<file path="src/rtl/rf_wb_pkg.sv">
// rtl/rf_wb_pkg.sv - shared register-file constants and write-back entry type
package rf_wb_pkg;

  localparam int RF_SEL_W = 3;
  localparam int RF_NREGS = 8;
  localparam int RF_WIDTH = 16;

  typedef struct packed {
    logic [RF_SEL_W-1:0] sel;
    logic [RF_WIDTH-1:0] data;
  } wb_entry;

endpackage

</file>
<file path="src/rtl/rf_wb_match.sv">
// rtl/rf_wb_match.sv - newest-first search of pending write-back entries for one register
module rf_wb_match
  import rf_wb_pkg::*;
#(
  parameter int WIDTH = RF_WIDTH,
  parameter int DEPTH = 4,
  localparam int PW = $clog2(DEPTH)
) (
  input  logic [DEPTH-1:0][RF_SEL_W-1:0] ent_sel,
  input  logic [DEPTH-1:0][WIDTH-1:0]    ent_data,
  input  logic [DEPTH-1:0]               ent_vld,
  input  logic [PW-1:0]                  wr_ptr,
  input  logic [RF_SEL_W-1:0]            sel,
  output logic                           hit,
  output logic [WIDTH-1:0]               data
);

  logic [PW-1:0] idx;

  // Walk from the oldest slot (wr_ptr) to the newest (wr_ptr-1) so later matches overwrite earlier ones.
  always_comb begin
    hit  = 1'b0;
    data = '0;
    idx  = '0;
    for (int k = DEPTH; k >= 1; k--) begin
      idx = wr_ptr - PW'(k);
      if (ent_vld[idx] && (ent_sel[idx] == sel)) begin
        hit  = 1'b1;
        data = ent_data[idx];
      end
    end
  end

endmodule

</file>
<file path="src/rtl/rf_wb_buffer.sv">
// rtl/rf_wb_buffer.sv - two-source in-order write-back FIFO feeding the register file, with bypass lookups
module rf_wb_buffer
  import rf_wb_pkg::*;
#(
  parameter int WIDTH = RF_WIDTH,
  parameter int DEPTH = 4
) (
  input  logic                      clk,
  input  logic                      rst,
  input  logic                      src0_valid,
  output logic                      src0_ready,
  input  logic [RF_SEL_W-1:0]       src0_regsel,
  input  logic [WIDTH-1:0]          src0_data,
  input  logic                      src1_valid,
  output logic                      src1_ready,
  input  logic [RF_SEL_W-1:0]       src1_regsel,
  input  logic [WIDTH-1:0]          src1_data,
  input  logic                      hold,
  input  logic                      flush,
  output logic                      write,
  output logic [RF_SEL_W-1:0]       writeregsel,
  output logic [WIDTH-1:0]          writedata,
  input  logic [RF_SEL_W-1:0]       lkp1sel,
  output logic                      lkp1hit,
  output logic [WIDTH-1:0]          lkp1data,
  input  logic [RF_SEL_W-1:0]       lkp2sel,
  output logic                      lkp2hit,
  output logic [WIDTH-1:0]          lkp2data,
  output logic [$clog2(DEPTH):0]    count
);

  localparam int PW = $clog2(DEPTH);
  localparam int CW = PW + 1;

  logic [PW-1:0]                 rd_ptr;
  logic [PW-1:0]                 wr_ptr;
  logic [DEPTH-1:0]              ent_vld;
  logic [DEPTH-1:0][RF_SEL_W-1:0] ent_sel;
  logic [DEPTH-1:0][WIDTH-1:0]   ent_data;

  logic                full;
  logic                empty;
  logic                enq;
  logic                deq;
  logic [RF_SEL_W-1:0] enq_sel;
  logic [WIDTH-1:0]    enq_data;
  logic                m1_hit;
  logic                m2_hit;
  logic [WIDTH-1:0]    m1_data;
  logic [WIDTH-1:0]    m2_data;

  assign full  = (count == CW'(DEPTH));
  assign empty = (count == '0);

  // Readiness looks only at the registered count; a same-cycle pop never frees a slot early.
  assign src0_ready = !full && !flush;
  assign src1_ready = !full && !flush && !src0_valid;

  assign enq      = (src0_valid && src0_ready) || (src1_valid && src1_ready);
  assign enq_sel  = src0_valid ? src0_regsel : src1_regsel;
  assign enq_data = src0_valid ? src0_data   : src1_data;

  assign write       = !empty && !hold && !flush && rst;
  assign deq         = write;
  assign writeregsel = empty ? '0 : ent_sel[rd_ptr];
  assign writedata   = empty ? '0 : ent_data[rd_ptr];

  always_ff @(posedge clk) begin
    if (!rst || flush) begin
      rd_ptr  <= '0;
      wr_ptr  <= '0;
      count   <= '0;
      ent_vld <= '0;
    end else begin
      if (deq) begin
        ent_vld[rd_ptr] <= 1'b0;
        rd_ptr          <= rd_ptr + PW'(1);
      end
      if (enq) begin
        ent_vld[wr_ptr] <= 1'b1;
        wr_ptr          <= wr_ptr + PW'(1);
      end
      case ({enq, deq})
        2'b10:   count <= count + CW'(1);
        2'b01:   count <= count - CW'(1);
        default: count <= count;
      endcase
    end
  end

  // Entry payload needs no reset; the valid bits and count guard every use.
  always_ff @(posedge clk) begin
    if (enq && rst) begin
      ent_sel[wr_ptr]  <= enq_sel;
      ent_data[wr_ptr] <= enq_data;
    end
  end

  rf_wb_match #(.WIDTH(WIDTH), .DEPTH(DEPTH)) u_match1 (
    .ent_sel  (ent_sel),
    .ent_data (ent_data),
    .ent_vld  (ent_vld),
    .wr_ptr   (wr_ptr),
    .sel      (lkp1sel),
    .hit      (m1_hit),
    .data     (m1_data)
  );

  rf_wb_match #(.WIDTH(WIDTH), .DEPTH(DEPTH)) u_match2 (
    .ent_sel  (ent_sel),
    .ent_data (ent_data),
    .ent_vld  (ent_vld),
    .wr_ptr   (wr_ptr),
    .sel      (lkp2sel),
    .hit      (m2_hit),
    .data     (m2_data)
  );

  // A flushing cycle must not forward entries that are about to be discarded.
  assign lkp1hit  = m1_hit && !flush;
  assign lkp1data = flush ? '0 : m1_data;
  assign lkp2hit  = m2_hit && !flush;
  assign lkp2data = flush ? '0 : m2_data;

endmodule

</file>
<file path="config.mk">
export PLATFORM = sky130hd
export DESIGN_NAME = rf_wb_buffer
export DESIGN_NICKNAME = d
export VERILOG_FILES = /design/src/rtl/rf_wb_pkg.sv /design/src/rtl/rf_wb_match.sv /design/src/rtl/rf_wb_buffer.sv
export SDC_FILE = /design/constraint.sdc
export NUM_CORES = 1
export LEC_CHECK = 0
export CORE_MARGIN = 2
export CORE_UTILIZATION = 50
export DETAILED_ROUTE_END_ITERATION = 10
export MAX_ROUTING_LAYER = met4
export PLACE_DENSITY_LB_ADDON = 0.05
export SLEW_MARGIN = 20
export SYNTH_ARGS = -nofsm -noshare
export SYNTH_HDL_FRONTEND = slang
export SYNTH_SLANG_ARGS = --single-unit
</file>
<file path="constraint.sdc">
create_clock -name clk -period 3.5 [get_ports clk]
set_input_delay 0.35 -clock clk [delete_from_list [all_inputs] [get_ports clk]]
set_output_delay 0.35 -clock clk [all_outputs]
set_load 0.05 [all_outputs]
</file>
After elaboration in Yosys (flattened, before gate mapping)
Cells that the tools add are included.
{"block": "word_totals", "regBits": 87, "in_bits": 50, "output_inout_bits": 59, "word_cells": 134}
{"block": "classes", "addsub": 7, "magnitude_cmp": 7, "eq_ne": 11, "mux": 64, "bitwise_logic": 3, "n_reduce_logical": 30}
{"operator": "16-bit two-way mux", "n": 18}
{"operator": "16-bit binary-select mux with 2-bit select", "n": 5}
{"operator": "64-bit bitwise mux", "n": 1}
{"operator": "16-bit demux with 2-bit select", "n": 1}
{"operator": "3-bit binary-select mux with 2-bit select", "n": 5}
{"operator": "3-bit == test", "n": 8}
{"operator": "3-bit two-way mux", "n": 8}
{"operator": "1-bit logical AND", "n": 20}
{"operator": "2-bit by 3-bit < comparator with 1-bit output (second input constant)", "n": 5}
{"operator": "1-bit two-way mux", "n": 14}
{"operator": "12-bit bitwise mux", "n": 1}
{"operator": "4-bit two-way mux", "n": 3}
{"operator": "1-bit binary-select mux with 2-bit select", "n": 4}
{"operator": "3-bit demux with 2-bit select", "n": 1}
{"operator": "1-bit logical NOT", "n": 6}
{"operator": "3-bit one-hot mux with 2 select lines", "n": 1}
{"operator": "2-bit by 1-bit adder with 2-bit output (second input constant)", "n": 2}
{"operator": "4-bit AND", "n": 1}
{"operator": "1-bit demux with 2-bit select", "n": 2}
{"operator": "2-bit by 1-bit >= comparator with 1-bit output (second input constant)", "n": 2}
{"operator": "4-bit NOT", "n": 1}
{"operator": "4-bit OR", "n": 1}
{"operator": "2-bit subtractor (second input constant)", "n": 2}
{"operator": "3-bit by 1-bit adder with 3-bit output (second input constant)", "n": 1}
{"operator": "other kinds (8)", "n": 9}

Longest topological paths before layout
{"block": "logic_depth", "word_depth": 10, "ltp_mapped": 15, "depth_no_buf": 10}

Modules after synthesis
A second synthesis with hierarchy kept.
{"block": "unflattened", "hier_cells": 913, "area_unflattened_um2": 8768.4}
{"module": "rf_wb_match", "n_inst": 2, "cells_each": 328, "area_each_um2": 2353.5, "seq_area_each_um2": 0.0}
{"module": "rf_wb_buffer", "n_inst": 1, "cells_each": 257, "area_each_um2": 4061.4, "seq_area_each_um2": 2502.4}

Worst setup path before layout
Ideal clock, no wire load.
{"block": "synth_path", "kind": "reg2out", "start": "register wr_ptr[1]", "end": "output lkp2data[0]", "t_arrival_ps": 4485, "t_required_ps": 3150, "path_slack_ps": -1335, "stages_incl_launch_ff": 14, "n_path_buf": 6, "cell_sequence": "dfxtp_1 > clkbuf_1 > buf_2 > buf_1 > buf_2 > inv_1 > ha_1 > buf_6 > mux4_2 > xnor2_1 > and4_4 > bufbuf_8 > a221oi_2 > o32ai_1"}
{"block": "synth_between", "elab_chain_len": 9, "word_cells_on_any_way": 40, "cone_classes": "add/sub: 3; eq/ne: 4; mux: 29; reduce/logical: 4"}
{"element": "start, declared", "line": "rf_wb_buffer.sv:36", "source": "logic [PW-1:0] wr_ptr;"}
{"element": "start signal, assigned", "line": "rf_wb_buffer.sv:81", "source": "wr_ptr <= wr_ptr + PW'(1);"}
{"element": "2-bit subtractor / 3-bit binary-select mux with 2-bit select (equally long branches)", "line": "rf_wb_match.sv:26, rf_wb_match.sv:27"}
{"element": "3-bit binary-select mux with 2-bit select / 3-bit two-way mux (equally long branches)", "line": "rf_wb_match.sv:27", "source": "if (ent_vld[idx] && (ent_sel[idx] == sel)) begin"}
{"element": "3-bit two-way mux (implied by the code) / 3-bit == test (equally long branches)", "line": "rf_wb_match.sv:27"}
{"element": "3-bit == test / 1-bit logical AND (equally long branches)", "line": "rf_wb_match.sv:27"}
{"element": "1-bit logical AND / 16-bit two-way mux (equally long branches)", "line": "rf_wb_match.sv:27"}
{"element": "16-bit two-way mux (2 in a row)", "line": "rf_wb_match.sv:27"}
{"element": "16-bit two-way mux (*)", "line": "rf_wb_match.sv:27"}
{"element": "16-bit two-way mux (*)", "line": "rf_wb_buffer.sv:123", "source": "assign lkp2data = flush ? '0 : m2_data;"}
{"element": "end, declared", "line": "rf_wb_buffer.sv:28", "source": "output logic [WIDTH-1:0] lkp2data,"}
Every way passes the cells marked *; elsewhere a longest branch is shown, timed or not. The select of a mux whose other input is x is not followed.

Final worst setup path
{"block": "layout_path", "start": "register wr_ptr[0]", "end": "output lkp2data[14]"}
Same word-level chain as after synthesis.

==> out/qor.csv <==
metric,value,unit
hold_class,reg -> reg,
setup_viol,0,
numClockSinks,87,
clk_path_buf_depth,2,
die_h,122,µm
drive_above_1_share,0.475,
place_hpwl,13900,µm
finalCriticalPeriod,3.40,ns
synth_edf_count,76,
initial_utilization,0.506,
rows,43,
place_area,0.00909,mm²
worstReg2RegEnd,ent_data[16],
cp_max_fo,18,
max_slew_margin,0.594,
synthTopCellsByArea,"edfxtp_1 33%, mux4_2 30%, mux2_2 3.9%",
drt_first_pass_iters,4,
startpoint_type,flip-flop,
yosys_warnings,0,
ant_nets,0,
max_cap_violations,0,
critPathKind,reg -> out,
worstMarginPinSlew,0.610,ns
drv_slew,0,
skew,0.00710,ns
grt_overflow_total,0,
dieArea,0.0149,mm²
grt_pass1_vias,5472,
grt_pass1_wl,31500,µm
gp_congestion,0.812,
status,"complete, no violations",
io_pins,109,
post_drt_wl_per_cell,25.5,µm
ff2ff_path_depth,5,
cts_tree,built,
design.core.area,0.0138,mm²
syn_area,0.00697,mm²
fin_crit_sh,0.972,
ctsHtreeMaxLevel,3,
r2r_setup_slack,1.05,ns
whs,0.590,ns
clk_pin_slew_worst_paths,0.06,ns
hold_violations,0,
cp-startpoint,wr_ptr[0],
cts-root-buf,clkbuf_16,
ys_async_sr_fraction,0,
track_usage,0.297,
placedCellCount,772,
antenna_found_initial,0,
rsz0062_at_grt,true,
avgSynthCellArea,14.0,µm²
synth_cell_type_count,49,
regToRegStartpoint,wr_ptr[0],
insertion_delay,0.36,ns
setup.worst_path.end,lkp2data[14],
num-nets-final,666,
ys_ff_latch,87,
hold_path_startpoint,count[2],
num_vias,5417,
crit_required,3.15,ns
port_buffers,108,
ys.flop_type,edfxtp_1,
cp-end-kind,output port,
route.detailed.drc,0,
area_growth,36.5,%
synthCells,498,
numCtsBuffers,9,
max_freq,0.294,GHz
finalCoreUtilization,0.691,
stdcell_area,0.00952,mm²
yosys.area.top_type,edfxtp_1,
yosysSeqAreaShare,0.359,
final_common_cell,mux4_2,
crit_arrival,3.05,ns
antenna_cells,0,
power.density,286,mW/mm²
peakVddDrop,0.000258,V
fin_cells,791,
drt_iter0_drc,374,
die_w,122,µm
synthesis.nets,558,
synth_top_area_frac,0.327,
viasPerCell,6.85,
grt_max_degree,52,
wirelength,20200,µm
power.leakage,2.86,nW
nFillCells,974,
final_cell_mix,"94 x mux4_2, 76 x edfxtp_1, 73 x clkdlybuf4s50_1",
-- worst min-delay path by stage --
stage / slack, ns / end / cells past startpoint
2_1_floorplan: 0.51 / ent_vld[3] / 2
6_report: 0.59 / count[2] / 2
3_5_place_dp: 0.56 / count[2] / 2
5_1_grt: 0.62 / count[2] / 2
3_3_place_gp: 0.53 / count[2] / 2
4_1_cts: 0.58 / count[2] / 2
-- synthesized netlist by cell type, types with 4 or more instances --
library cell,instances
buf_2,13
a221oi_2,9
a22oi_1,9
mux4_1,5
nor2b_1,20
edfxtp_1,76
inv_1,8
a21oi_1,7
a221oi_1,18
o21ai_0,23
ha_1,9
buf_1,6
nor2_1,22
o21ai_1,7
nor3_1,4
o32ai_1,10
xnor2_1,24
mux4_2,94
nand2_1,26
nand4_1,4
and3_1,4
clkbuf_1,23
mux2_2,24
o22ai_1,10
dfxtp_1,11
-- worst max-delay path: stages (launching register included) --
cell     delay, ns
dfxtp_4       0.34
buf_4         0.26
mux4_1        0.64
xnor2_1       0.16
and4_2        0.34
a21oi_2       0.39
a22oi_2       0.17
a21oi_4       0.22
buf_12        0.16
-- metrics by stage --
stage | power (mW) | setup WS, ns | TNS, ns
floorplan | 1.56 | -0.0646 | -1.29
detailed placement | 1.71 | 0.263 | 0
CTS | 2.73 | 0.0127 | 0
global placement | 1.70 | 0.310 | 0
global route | 2.82 | -0.0311 | -0.0809
finish | 2.73 | 0.0992 | 0
-- what timing repair did --
action | in CTS | in global routing
gates resized for setup | 6 | 10
setup endpoints to repair | 18 | 32
pin swaps | 1 | 1
hold endpoints to repair | 0 | 0
hold buffers | 0 | 0
buffers inserted | 2 | 1
cloned | 0 | 0
-- layout make-up --
cell class                 count  area (µm²)  area share
multi-input combinational    351        4780       0.502
sequential                    87        2510       0.263
timing repair buffer         148        1650       0.173
clock buffer                   9         225      0.0237
tap                          180         225      0.0237
clock inverter                 7        97.6      0.0103
inverter                       9        33.8     0.00355
-- cell families after synthesis --
| logic type | Yosys count | share of synthesized area |
|---|---|---|
| adders and majority gates | 10 | 0.0190 |
| buffers and inverters | 60 | 0.0456 |
| xor gates and xnor gates | 28 | 0.0373 |
| AOI/OAI and AO/OA | 98 | 0.105 |
| DFF | 87 | 0.359 |
| and+or+nand+nor | 91 | 0.0709 |
| muxes | 124 | 0.363 |
-- flip-flops by register name (all words and copies together) (netlist names) --
name      flops
count         3
ent_data     64
ent_sel      12
ent_vld       4
rd_ptr        2
wr_ptr        2
-- power by group --
part / switching, mW / internal (mW)
Sequential: 0.0165 / 1.15
Combinational: 0.272 / 0.256
Clock: 0.403 / 0.625
-- routing by layer --
layer	global-route usage	vias to the layer above	routed length, µm
li1	-	2308	-
met1	0.395	2821	8090
met2	0.473	253	10300
met3	0.0426	35	1400
met4	0.0984	0	420
met5	-	-	0
Power figures use the tool's default switching activity.
